File: config.mk
export PLATFORM = sky130hd
export DESIGN_NAME = gb_cart_loader
export DESIGN_NICKNAME = d
export VERILOG_FILES = /design/src/rtl/gb_cart_loader.sv
export SDC_FILE = /design/constraint.sdc
export NUM_CORES = 1
export LEC_CHECK = 0
export CAP_MARGIN = 15
export CELL_PAD_IN_SITES_DETAIL_PLACEMENT = 0
export CELL_PAD_IN_SITES_GLOBAL_PLACEMENT = 2
export CORE_ASPECT_RATIO = 0.7
export CORE_MARGIN = 1
export CORE_UTILIZATION = 28
export CTS_BUF_LIST = sky130_fd_sc_hd__clkbuf_4 sky130_fd_sc_hd__clkbuf_8
export DETAILED_ROUTE_END_ITERATION = 10
export GPL_ROUTABILITY_DRIVEN = 0
export PLACE_DENSITY = 0.86
export SYNTH_ARGS = -nofsm -noshare
export SYNTH_HDL_FRONTEND = slang
export SYNTH_SLANG_ARGS = --single-unit
File: constraint.sdc
create_clock -name clk_sys -period 6.9 [get_ports clk_sys]
set_clock_uncertainty 0.1 [all_clocks]
set_input_delay 1.725 -clock clk_sys [delete_from_list [all_inputs] [get_ports clk_sys]]
set_output_delay 1.725 -clock clk_sys [all_outputs]
set_load 0.02 [all_outputs]
File: src/rtl/gb_cart_loader.sv
// Download-side cartridge loader: paces HPS ioctl words into the SDRAM write slot
// and extracts header fields, header checksum status and bank masks in passing.
module gb_cart_loader #(
  parameter int IOCTL_AW = 25,
  parameter int MEM_AW   = 24
) (
  input  logic                clk_sys,
  input  logic                reset,
  input  logic                ce_cpu,
  input  logic                ioctl_download,
  input  logic                ioctl_wr,
  input  logic [IOCTL_AW-1:0] ioctl_addr,
  input  logic [15:0]         ioctl_dout,
  output logic                ioctl_wait,
  output logic [MEM_AW-1:0]   mem_addr,
  output logic [15:0]         mem_din,
  output logic                mem_we,
  output logic                cart_ready,
  output logic [7:0]          cart_mbc_type,
  output logic [7:0]          cart_rom_size,
  output logic [7:0]          cart_ram_size,
  output logic [6:0]          rom_mask,
  output logic [1:0]          ram_mask,
  output logic                hdr_chk_ok
);

  // state | meaning
  // IDLE  | ready for an ioctl word; signals end of download
  // PEND  | word latched, waiting for a ce_cpu slot to raise mem_we
  // WRITE | mem_we high, waiting for the ce_cpu slot that samples the write

  typedef enum logic [1:0] {
    IDLE  = 2'd0,
    PEND  = 2'd1,
    WRITE = 2'd2
  } state_t;

  localparam logic [IOCTL_AW-1:0] ADDR_MBC       = IOCTL_AW'(32'h146);
  localparam logic [IOCTL_AW-1:0] ADDR_SIZE      = IOCTL_AW'(32'h148);
  localparam logic [IOCTL_AW-1:0] ADDR_CHK_FIRST = IOCTL_AW'(32'h134);
  localparam logic [IOCTL_AW-1:0] ADDR_CHK_LAST  = IOCTL_AW'(32'h14A);
  localparam logic [IOCTL_AW-1:0] ADDR_CHK_WORD  = IOCTL_AW'(32'h14C);

  state_t     state;
  logic       dl_prev;
  logic       dl_seen;
  logic [7:0] chk_acc;

  logic       dl_rise;
  logic       accept;
  logic [7:0] dout_lo;
  logic [7:0] dout_hi;
  logic [7:0] chk_base;
  logic [7:0] chk_next;
  logic [7:0] chk_final;
  logic [6:0] rom_mask_next;
  logic [1:0] ram_mask_next;

  assign dl_rise = ioctl_download & ~dl_prev;
  assign accept  = (state == IDLE) & ioctl_wr & ioctl_download;
  assign dout_lo = ioctl_dout[7:0];
  assign dout_hi = ioctl_dout[15:8];

  // a word accepted on the download's first cycle must see a cleared accumulator
  assign chk_base  = dl_rise ? 8'd0 : chk_acc;
  assign chk_next  = chk_base - dout_lo - dout_hi - 8'd2;
  assign chk_final = chk_base - dout_lo - 8'd1;

  always_comb begin
    rom_mask_next = 7'h7F;
    if (cart_rom_size <= 8'd6) begin
      rom_mask_next = 7'((8'd2 << cart_rom_size[2:0]) - 8'd1);
    end
    ram_mask_next = (cart_ram_size == 8'd3) ? 2'b11 : 2'b00;
  end

  always_ff @(posedge clk_sys) begin
    if (reset) begin
      state         <= IDLE;
      dl_prev       <= 1'b0;
      dl_seen       <= 1'b0;
      chk_acc       <= 8'd0;
      ioctl_wait    <= 1'b0;
      mem_addr      <= '0;
      mem_din       <= 16'd0;
      mem_we        <= 1'b0;
      cart_ready    <= 1'b0;
      cart_mbc_type <= 8'd0;
      cart_rom_size <= 8'd0;
      cart_ram_size <= 8'd0;
      rom_mask      <= 7'd0;
      ram_mask      <= 2'd0;
      hdr_chk_ok    <= 1'b0;
    end else begin
      dl_prev  <= ioctl_download;
      rom_mask <= rom_mask_next;
      ram_mask <= ram_mask_next;

      if (dl_rise) begin
        dl_seen       <= 1'b1;
        cart_ready    <= 1'b0;
        cart_mbc_type <= 8'd0;
        cart_rom_size <= 8'd0;
        cart_ram_size <= 8'd0;
        rom_mask      <= 7'd0;
        ram_mask      <= 2'd0;
        hdr_chk_ok    <= 1'b0;
        chk_acc       <= 8'd0;
      end

      case (state)
        IDLE: begin
          if (accept) begin
            mem_addr   <= ioctl_addr[IOCTL_AW-1:1];
            mem_din    <= ioctl_dout;
            ioctl_wait <= 1'b1;
            state      <= PEND;
            if (ioctl_addr == ADDR_MBC) begin
              cart_mbc_type <= dout_hi;
            end
            if (ioctl_addr == ADDR_SIZE) begin
              cart_rom_size <= dout_lo;
              cart_ram_size <= dout_hi;
            end
            if ((ioctl_addr >= ADDR_CHK_FIRST) && (ioctl_addr <= ADDR_CHK_LAST)) begin
              chk_acc <= chk_next;
            end
            if (ioctl_addr == ADDR_CHK_WORD) begin
              hdr_chk_ok <= (chk_final == dout_hi);
            end
          end else if (!ioctl_download && dl_seen) begin
            cart_ready <= 1'b1;
          end
        end
        PEND: begin
          if (ce_cpu) begin
            mem_we <= 1'b1;
            state  <= WRITE;
          end
        end
        WRITE: begin
          if (ce_cpu) begin
            mem_we     <= 1'b0;
            ioctl_wait <= 1'b0;
            state      <= IDLE;
          end
        end
        default: begin
          mem_we     <= 1'b0;
          ioctl_wait <= 1'b0;
          state      <= IDLE;
        end
      endcase
    end
  end

endmodule

==> summary.txt <==
Setup path
  – Reg2reg end: chk_acc[7]$_SDFF_PP0_
  – Crit. Startpoint: ioctl_download
  – Setup CP Type: primary input to flip-flop
  – Family with the most delay on the worst path: buffers and inverters
  – R2R setup slack: 3.15 ns
  – CP bufs+invs: 5
  – Crit-path cells: clkdlybuf4s50_1, nand2b_1, buf_4, and2_1, ha_1, nor2_1, a21oi_1, xor2_1, inv_1, ha_1, inv_1, ha_1, inv_1, o21bai_1, a21o_1, a21oi_1, xor3_1, a21oi_1
  – CP Capture Type: flip-flop
  – Crit path depth: 18
  – Worst r2r src: dl_prev$_SDFF_PP0_
  – Setup crit end: chk_acc[7]$_SDFF_PP0_
  – CP startpoint kind: primary input
  – Slowest stage delay, CP: 0.50 ns
  – R2r worst-path depth: 17
  – Critical path data required time: 7.10 ns
  – Critical path's slowest cell: clkdlybuf4s50_1
  – Crit path max fanout: 32
  – Worst Path Arrival: 5.51 ns

Synthesis
  – Largest family of logic cells by synthesized area: simple AND/OR/NAND/NOR gates
  – Synth area leaders: dfxtp_1 41%, a21oi_1 11%, nand2_1 11%
  – Post-synthesis simple-gate area fraction: 0.250
  – Number of distinct library cells after synthesis: 54
  – Post-synth ARST share: 0
  – Area leader, netlist: dfxtp_1
  – Synth Register Bits: 88
  – Post-Syn Instances: 528
  – Synth Area in Compound Gates: 0.155
  – Post-Synth Adder-Cell Area: 0.0679
  – XOR/XNOR Fraction of Synth Area: 0.0538
  – Top FF cell, synth: dfxtp_1
  – Mapped Nets: 596
  – Synth Area per Inst: 8.10 um2
  – Share of the synthesized area in the top cell type: 0.412
  – Post-synthesis sequential area ratio: 0.412
  – Number of synthesized flops with an enable pin: 0
  – Post-Syn Area: 0.00428 mm2
  – Ys Warns: 0
  – Multiplexer share of the synthesized area: 0.00263

Floorplan
  – Die area: 0.0158 mm2
  – Total core area: 0.0148 mm2
  – Initial core utilization: 0.289
  – Die width: 150 um
  – Ports: 123
  – Rows: 37
  – Die span in y: 105 um

Global routing
  – First-pass GRT wire length: 20,500 um
  – GRT Residual Overflow: 0
  – Total Routing Usage GR: 0.169
  – Initial antenna violation count: 0
  – Pin count of the biggest net entering global routing: 42
  – Vias in the first global route: 3,959

Placed design
  – Final HPWL DP: 9660 um
  – Dpl cell area: 0.00563 mm2
  – Place WS: 1.21 ns
  – # placed instances: 818
  – Port buffer count: 122

Routing
  – DRC viols: 0
  – First-pass DRT Iterations: 5
  – Initial drt markers: 165
  – Drt wl/cell: 15.7 um
  – DR vias/cell: 4.77
  – Routed WL: 13,100 um
  – DRT antenna net count: 0
  – Vias post-DR: 3,980

Power
  – P per Cell Area: 191 mW/mm2
  – Peak VDD IR: 0.0890 mV
  – Power Total: 1.12 mW
  – Pleak: 2.15 nW

Finish
  – Post-Layout Cell Count: 834
  – # nets final: 702
  – Area Growth Syn to Fin: 36.6%
  – Commonest non-fill, non-tap cell in the layout: clkdlybuf4s50_1
  – Highest-count cells in the layout ignoring fill and taps: 121 x clkdlybuf4s50_1, 120 x nand2_1, 90 x a21oi_1
  – N_diodes: 0
  – Layout cell share with drive strength beyond 1: 0.0673
  – Final Cell Area: 0.00584 mm2
  – Layout Utilization: 0.394

Clock tree
  – Root Buffer: clkbuf_8
  – H-tree depth: 3
  – CTS tree: done
  – TritonCTS Sinks: 88
  – Post-CTS Setup Inserts: 0
  – CTS buffer count: 9
  – Post-cts resize count: 0
  – Clock transition at path regs: 0.09 ns
  – Cts hold-fix bufs: 0
  – Worst skew pair latency: 0.36 ns
  – Max clock buf depth: 2

STA
  – Slew @ Worst Pin: 0.939 ns
  – Setup ws final: 1.59 ns
  – Fin. max-slew vios: 0
  – RSZ-0062 raised after global routing: false
  – Fin crit share: 0.769
  – Hold WS: 0.359 ns
  – Setup_tns: 0 ns
  – Tmin final: 5.31 ns
  – Relative slew margins: 0.370
  – Hold Vio Cnt, Final: 0
  – Max Clk Rate: 188 MHz
  – Setup violators final: 0

Outcome
  – Status: complete, no violations

Run
  – Max_cap viols: 0

Hold path
  – Hold Path Class: flip-flop to flip-flop
[cells in the mapped netlist, drive strengths merged (5+ instances only)]
cell and number:
xor2 6, a21oi 91, buf 12, nand3 21, ha 20, a211oi 6, nand2 122, nor2b 6
nor4 6, nor3 5, dfxtp 88, inv 27, and2 5, xnor2 15, nand2b 6, nor2 28
clkbuf 18, a21o 5
[kinds of logic (layout without fill, tap and decap cells)]
logic type / count (synthesis) / count (layout)
simple gates: 219 / 219
compound gates: 118 / 118
flops: 88 / 88
buf+inv: 57 / 168
xor+xnor: 23 / 23
fa+ha+maj: 22 / 22
mux: 1 / 1
[worst min-delay path, delay by kind of cell (launching register included)]
kind	cells	cell delay, ns
compound gates	1	0.05
flops	1	0.32
simple gates	1	0.05
[routing by layer]
metal,vias to the layer above,global-route usage,wire (um),part of all wire
met3,16,0.0442,882,0.067
met4,0,0.0426,135,0.010
met2,113,0.251,5420,0.41
met1,1873,0.239,6700,0.51
li1,1978,-,-,-
met5,-,0,0,0
[flip-flops by register name, indices dropped and copies added, names as in the netlist, 2 cells and up]
signal / cells
mem_addr: 24
mem_din: 16
cart_mbc_type: 8
cart_ram_size: 8
cart_rom_size: 8
chk_acc: 8
rom_mask: 7
state: 2
[where the power goes]
part	internal (mW)	switching, mW	total, mW
clock	0.177	0.199	0.376
sequential	0.522	0.00819	0.530
combinational	0.0956	0.116	0.211
total	0.794	0.323	1.12
[how the worst min path moves through the flow]
| stage | from | slack [ns] | end | depth (start not counted) |
|---|---|---|---|---|
| after CTS | mem_din[13]$_SDFFE_PP0P_ | 0.36 | mem_din[13]$_SDFFE_PP0P_ | 2 |
| after global placement | mem_addr[8]$_SDFFE_PP0P_ | 0.34 | mem_addr[8]$_SDFFE_PP0P_ | 2 |
| after global routing | mem_addr[22]$_SDFFE_PP0P_ | 0.38 | mem_addr[22]$_SDFFE_PP0P_ | 2 |
| after detailed placement | mem_din[13]$_SDFFE_PP0P_ | 0.35 | mem_din[13]$_SDFFE_PP0P_ | 2 |
| final | mem_din[13]$_SDFFE_PP0P_ | 0.36 | mem_din[13]$_SDFFE_PP0P_ | 2 |
| after floorplan | dl_seen$_SDFFE_PP0P_ | 0.33 | dl_seen$_SDFFE_PP0P_ | 2 |
[layout make-up]
class                      instances  area [um2]
fill                            1542        8970
multi-input combinational        383        2290
sequential                        88        1760
timing repair buffer             125        1240
tap                              195         244
clock buffer                      10         131
inverter                          27         101
clock inverter                     6        80.1
No activity file was read; power rests on OpenSTA's default activity.
